<file path="src/rtl/rvm_fetch_ctrl_pkg.sv">
// Shared types and constants for the rvm instruction-fetch controller.
// Optional feature macro: RVM_FETCH_TRAP_EN (see rvm_fetch_ctrl).
package rvm_fetch_ctrl_pkg;

   localparam int RVM_FETCH_STATE_W = 2;

   typedef enum logic [RVM_FETCH_STATE_W-1:0] {
      RVM_FETCH_POST_RESET = 2'd0,
      RVM_FETCH_FETCH      = 2'd1,
      RVM_FETCH_ISSUE      = 2'd2,
      RVM_FETCH_HALT       = 2'd3
   } fetch_state_e;

   localparam logic [3:0] RVM_FETCH_BYTE_EN = 4'b1111;

   function automatic logic misaligned(input logic [1:0] lsb);
      return lsb != 2'b00;
   endfunction

endpackage

</file>
<file path="src/rtl/rvm_fetch_stall_timer.sv">
// Saturating count of consecutive stalled fetch cycles.
// expire flags the stall cycle that would reach MAX_STALL.
module rvm_fetch_stall_timer #(
   parameter int MAX_STALL = 16
) (
   input  logic clk,
   input  logic resetn,
   input  logic clr,
   input  logic inc,
   output logic expire
);

   localparam int CW = $clog2(MAX_STALL + 1);
   localparam logic [CW-1:0] LIMIT = CW'(MAX_STALL);

   logic [CW-1:0] count;

   always_ff @(posedge clk or negedge resetn) begin
      if (!resetn) begin
         count <= '0;
      end else if (clr) begin
         count <= '0;
      end else if (inc && count != LIMIT) begin
         count <= count + 1'b1;
      end
   end

   assign expire = inc && (count == LIMIT - 1'b1);

endmodule

</file>
<file path="src/rtl/rvm_fetch_ctrl.sv">
// Instruction-fetch controller: owns the PC, drives the memory port, issues words.
// Define RVM_FETCH_TRAP_EN to vector faults to TRAP_VECTOR instead of halting.
module rvm_fetch_ctrl
   import rvm_fetch_ctrl_pkg::*;
#(
   parameter int               XLEN         = 32,
   parameter logic [XLEN-1:0]  RESET_VECTOR = '0,
   parameter int               PC_STEP      = 4,
   parameter int               MAX_STALL    = 16
`ifdef RVM_FETCH_TRAP_EN
   ,parameter logic [XLEN-1:0] TRAP_VECTOR  = XLEN'(32'h100)
`endif
) (
   input  logic            clk,
   input  logic            resetn,
   output logic [XLEN-1:0] mem_addr,
   input  logic [31:0]     mem_rdata,
   output logic            mem_c_en,
   output logic [3:0]      mem_b_en,
   input  logic            mem_error,
   input  logic            mem_stall,
   output logic            f_instr_valid,
   input  logic            f_instr_ready,
   output logic [31:0]     f_instr,
   output logic [XLEN-1:0] f_instr_pc,
   input  logic            s_redirect,
   input  logic [XLEN-1:0] s_redirect_pc,
   output logic            f_halted,
   output logic            f_fault
);

   fetch_state_e    state;
   logic [XLEN-1:0] pc;
   logic            pend;
   logic [XLEN-1:0] pend_pc;

   logic            in_fetch;
   logic            in_issue;
   logic            done;
   logic            handshake;
   logic            pend_now;
   logic [XLEN-1:0] pend_tgt;
   logic            stall_expire;
   logic            fault;

   assign in_fetch  = (state == RVM_FETCH_FETCH);
   assign in_issue  = (state == RVM_FETCH_ISSUE);
   assign done      = in_fetch & ~mem_stall;
   assign handshake = f_instr_valid & f_instr_ready;

   // A redirect arriving on the completion cycle itself wins over the latched one.
   assign pend_now  = s_redirect | pend;
   assign pend_tgt  = s_redirect ? s_redirect_pc : pend_pc;

   assign mem_addr  = pc;
   assign mem_b_en  = RVM_FETCH_BYTE_EN;

   rvm_fetch_stall_timer #(
      .MAX_STALL (MAX_STALL)
   ) u_stall_timer (
      .clk    (clk),
      .resetn (resetn),
      .clr    (~in_fetch | ~mem_stall | stall_expire),
      .inc    (in_fetch & mem_stall),
      .expire (stall_expire)
   );

   always_comb begin
      fault = 1'b0;
      unique case (1'b1)
         in_fetch: fault = stall_expire
                         | (done & mem_error)
                         | (done & pend_now & misaligned(pend_tgt[1:0]));
         in_issue: fault = s_redirect & misaligned(s_redirect_pc[1:0]);
         default:  fault = 1'b0;
      endcase
   end

   always_ff @(posedge clk or negedge resetn) begin
      if (!resetn) begin
         state         <= RVM_FETCH_POST_RESET;
         pc            <= RESET_VECTOR;
         mem_c_en      <= 1'b0;
         f_instr_valid <= 1'b0;
         f_instr       <= '0;
         f_instr_pc    <= '0;
         f_halted      <= 1'b0;
         f_fault       <= 1'b0;
         pend          <= 1'b0;
         pend_pc       <= '0;
      end else begin
         f_fault <= 1'b0;
         if (fault) begin
            f_fault       <= 1'b1;
            pend          <= 1'b0;
            f_instr_valid <= 1'b0;
`ifdef RVM_FETCH_TRAP_EN
            pc            <= TRAP_VECTOR;
            state         <= RVM_FETCH_FETCH;
            mem_c_en      <= 1'b1;
`else
            state         <= RVM_FETCH_HALT;
            mem_c_en      <= 1'b0;
            f_halted      <= 1'b1;
`endif
         end else begin
            unique case (state)
               RVM_FETCH_POST_RESET: begin
                  state    <= RVM_FETCH_FETCH;
                  mem_c_en <= 1'b1;
               end
               RVM_FETCH_FETCH: begin
                  if (done) begin
                     pend <= 1'b0;
                     if (pend_now) begin
                        pc <= pend_tgt;
                     end else begin
                        f_instr       <= mem_rdata;
                        f_instr_pc    <= pc;
                        f_instr_valid <= 1'b1;
                        mem_c_en      <= 1'b0;
                        state         <= RVM_FETCH_ISSUE;
                     end
                  end else if (s_redirect) begin
                     pend    <= 1'b1;
                     pend_pc <= s_redirect_pc;
                  end
               end
               RVM_FETCH_ISSUE: begin
                  if (s_redirect | handshake) begin
                     pc            <= s_redirect ? s_redirect_pc
                                                 : pc + XLEN'(PC_STEP);
                     f_instr_valid <= 1'b0;
                     mem_c_en      <= 1'b1;
                     state         <= RVM_FETCH_FETCH;
                  end
               end
               RVM_FETCH_HALT: begin
                  mem_c_en      <= 1'b0;
                  f_instr_valid <= 1'b0;
                  f_halted      <= 1'b1;
               end
               default: begin
                  state         <= RVM_FETCH_POST_RESET;
                  mem_c_en      <= 1'b0;
                  f_instr_valid <= 1'b0;
               end
            endcase
         end
      end
   end

endmodule

</file>
<file path="config.mk">
export PLATFORM = sky130hd
export DESIGN_NAME = rvm_fetch_ctrl
export DESIGN_NICKNAME = d
export VERILOG_FILES = /design/src/rtl/rvm_fetch_ctrl_pkg.sv /design/src/rtl/rvm_fetch_stall_timer.sv /design/src/rtl/rvm_fetch_ctrl.sv
export SDC_FILE = /design/constraint.sdc
export NUM_CORES = 1
export LEC_CHECK = 0
export BUFFER_PORTS_ARGS = -buffer_cell sky130_fd_sc_hd__buf_2
export CORE_MARGIN = 10
export CORE_UTILIZATION = 40
export CTS_CLUSTER_SIZE = 20
export DETAILED_ROUTE_END_ITERATION = 10
export PLACE_DENSITY = 0.63
export SLEW_MARGIN = 30
export SYNTH_ARGS = -nofsm -noshare
export SYNTH_HDL_FRONTEND = slang
export SYNTH_HIERARCHICAL = 1
export SYNTH_SLANG_ARGS = --single-unit
</file>
<file path="constraint.sdc">
create_clock -name clk -period 3.2 [get_ports clk]
set_input_delay 0.16 -clock clk [delete_from_list [all_inputs] [get_ports clk]]
set_output_delay 0.16 -clock clk [all_outputs]
set_load 0.01 [all_outputs]
</file>
==> metrics <==
Largest stage delay, worst path=0.40 ns; Post-synth EDFFs=0; reg2reg end=pend_pc[22]; Netlist cell types=70; Top FF cell, synth=dfrtp_1; Final GP Congestion=0.856; Cell Pwr Density=950 nW/um^2; RSZ-0062 raised after global routing=no; Std-Cell Rows=48; clk_lat worst skew=0.43 ns; drt total wl=19.7 mm; CP Max Fanout=32; met2 Usage GRT=27.5%; fmax=363 MHz; dpl cells=952; Area Overhead vs Synth=33.1%; startpoint types=flop; Final ANT Viol Nets=0; Fin Clk Skew=0.00876 ns; CTS Buffer Depth=2; Pleak=0.00437 uW; final hold violation count=0; final setup violation count=0; Worst R2R Setup Slack=0.44 ns; Tightest Hold Check Type=input pin to flop; relative slew slack=50.8%; Worst Path Arrival=3.06 ns; YS warnings=6; max capacitance violation total=0; nets=886; register area share after synthesis=50.2%; layout cells sized above 1=32.8%; fin crit share=86.2%; worst hold slack=0.0181 ns; Die X=152 um; Core ar.=17,200 sq um; DRC=0; depth of the CTS H-tree=4; Remaining Overflow, GRT=0; CP required=3.51 ns; WS Path Type=flop to flop; Slew Viols, Final=0; fin util=54.1%; cell mode on critical path=and2_1; synthesized area=6980 sq um; DR iter-0 viols=211; chip height=152 um; syn_area_per_cell=12.0 sq um; IO Port Bufs=169; fin crit period=2.76 ns; Top Ports=174; outcome=finished clean; largest net degree at the start of global routing=82; Die ar.=23,100 sq um; crit path cell chain=inv_1 -> ha_1 -> and2_1 -> and2_1 -> a21oi_1 -> a31o_2 -> and3_2 -> buf_12 -> mux2_2; CP max-delay cell=dfrtp_1; busiest grt layer=met2; global-route wire length before repair=32.7 mm; total track usage=17.2%; vias in the first global route=6,078; synthesis-stage register bit count=140; hpwl dp=13.8 mm; FILL cells=1,475; non-filler cells in the finished layout=1,046; Wirelength per Cell=18.9 um; hold-critical path depth=2; TNS Setup=0 ns; clk sinks=140; vias=5,651; antenna cells=0; Post-CTS Setup Bufs=0; total CTS buffers=17; RR Startpoint=state[1]; Max IR drop VDD=0.471 mV; actual slew at the worst max-slew pin=0.738 ns; Initial Util=40.6%; initial antenna violation count=0; Worst R2R Path Depth=9; Pre-Repair DR Iteration Count=5; Critical Path End Type=flop; asr flop ratio synth=100%; worst-case hold path end point=pend_pc[16]; HP Start=s_redirect_pc[16]; met3 usage in global routing=5.56%; grt met1 use=21.9%; TritonCTS clock tree=done; clk slew on worst S/H paths=0.06 ns; # resized after CTS=0; Syn Inst Count=581; root buf cell=clkbuf_16; Hold-fix buffers, CTS=61; via/cell ratio=5.40
synthesized netlist by cell type, drive strengths merged, types with 3 or more instances:
| master | number | area (sq um) |
|---|---|---|
| a211oi | 4 | 30.0 |
| or3 | 3 | 18.8 |
| nand2b | 5 | 31.3 |
| o41ai | 7 | 61.3 |
| nand2 | 21 | 81.3 |
| inv | 20 | 75.1 |
| a222oi | 5 | 50.1 |
| buf | 28 | 219 |
| nor2b | 3 | 18.8 |
| nor4 | 9 | 56.3 |
| and3 | 14 | 88.8 |
| mux2i | 10 | 100 |
| nand3 | 16 | 97.6 |
| a22o | 9 | 78.8 |
| a22oi | 7 | 57.6 |
| nor3 | 8 | 40.0 |
| o211ai | 12 | 90.1 |
| a31oi | 8 | 50.1 |
| o21a | 3 | 30.0 |
| a221oi | 3 | 26.3 |
| nor3b | 3 | 22.5 |
| clkbuf | 13 | 48.8 |
| o31a | 3 | 26.3 |
| dfrtp | 140 | 3500 |
| a21oi | 16 | 80.1 |
| o2bb2ai | 8 | 70.1 |
| nand4 | 7 | 43.8 |
| mux2 | 101 | 1250 |
| o31ai | 14 | 105 |
| nor2 | 27 | 101 |
| o21ai | 17 | 85.1 |
| ha | 8 | 100 |
power by group:
group | internal (uW) | total [uW] | switching [uW]
combinational | 1660 | 3320 | 1660
clock | 1400 | 2210 | 812
sequential | 2600 | 3300 | 702
total | 5650 | 8830 | 3180
kinds of logic (layout without fill, tap and decap cells):
family,after synthesis,after routing,share of synthesized area (%)
compound gates,130,130,13.8
xor+xnor,2,2,0.251
fa+ha+maj,8,8,1.43
buf+inv,61,298,4.91
flops,140,140,50.2
mux,111,111,19.4
other cells,1,4,0.0537
simple gates,128,128,9.93
cell type report:
type / count / area, sq um / share of cell area, %
Sequential cell: 140 / 3500 / 37.7
Multi-Input combinational cell: 383 / 3150 / 33.9
Timing Repair Buffer: 246 / 1620 / 17.5
Inverter: 20 / 75.1 / 0.808
Clock inverter: 15 / 235 / 2.53
Tap cell: 225 / 282 / 3.03
Clock buffer: 17 / 425 / 4.58
worst max-delay path by stage:
| stage | from | slack, ns | endpoint | depth (start not counted) |
|---|---|---|---|---|
| 2_1_floorplan | u_stall_timer/count[0] | 0.84 | pend_pc[0] | 10 |
| 3_3_place_gp | state[1] | 0.61 | pend_pc[22] | 9 |
| 3_5_place_dp | state[1] | 0.48 | pend_pc[22] | 9 |
| 4_1_cts | state[1] | 0.46 | pend_pc[22] | 9 |
| 5_1_grt | state[1] | 0.27 | mem_addr[6] | 9 |
| 6_report | state[1] | 0.44 | pend_pc[22] | 9 |
layer usage:
metal | routed length, um | vias to the layer above | share of wire, %
met5 | 0 | - | 0
met4 | 172 | 0 | 0.87
met3 | 1370 | 19 | 6.9
met2 | 9240 | 231 | 47
met1 | 8950 | 2771 | 45
li1 | - | 2630 | -
flip-flops by register name (all words and copies together), names as in the netlist:
signal               cells
f_fault                  1
f_halted                 1
f_instr                 32
f_instr_pc              32
f_instr_valid            1
mem_addr                32
mem_c_en                 1
pend                     1
pend_pc                 32
state                    2
u_stall_timer/count      5
metrics by stage:
stage	setup WS, ns	cell area (sq um)	total power, uW
5_1_grt	0.267	9290	9430
2_1_floorplan	0.845	6990	5320
6_report	0.442	9290	8830
3_5_place_dp	0.482	8010	6610
3_3_place_gp	0.613	8010	6460
4_1_cts	0.458	9280	8900
cells in the final DEF (no fill, tap or decap), types with 4 or more instances in the layout:
cell	instances
conb_1	4
a21oi_1	16
and3_1	12
nand2b_1	5
nor3_1	8
o41ai_1	7
nand3_1	14
nor2_1	27
mux2_2	10
a31oi_1	8
bufinv_16	5
o211ai_1	12
o31ai_1	14
a22oi_1	6
o21ai_0	16
buf_2	168
inv_1	19
buf_4	12
a22o_1	9
ha_1	8
clkbuf_16	17
dlygate4sd3_1	62
mux2_4	31
nand4_1	7
dfrtp_1	140
nor4_1	9
a222oi_1	5
o2bb2ai_1	8
inv_6	4
mux2_1	60
mux2i_1	10
a211oi_1	4
nand2_1	20
critical path, delay by kind of cell, from the launching register on:
family	cells	cell delay (ns)
AO/OA/AOI/OAI	2	0.49
adder cells (fa/ha/maj)	1	0.30
buffers and inverters	2	0.35
flip-flops	1	0.40
multiplexers	1	0.37
AND/OR/NAND/NOR	3	0.72
Note: power is estimated with default switching activity, not from simulation.
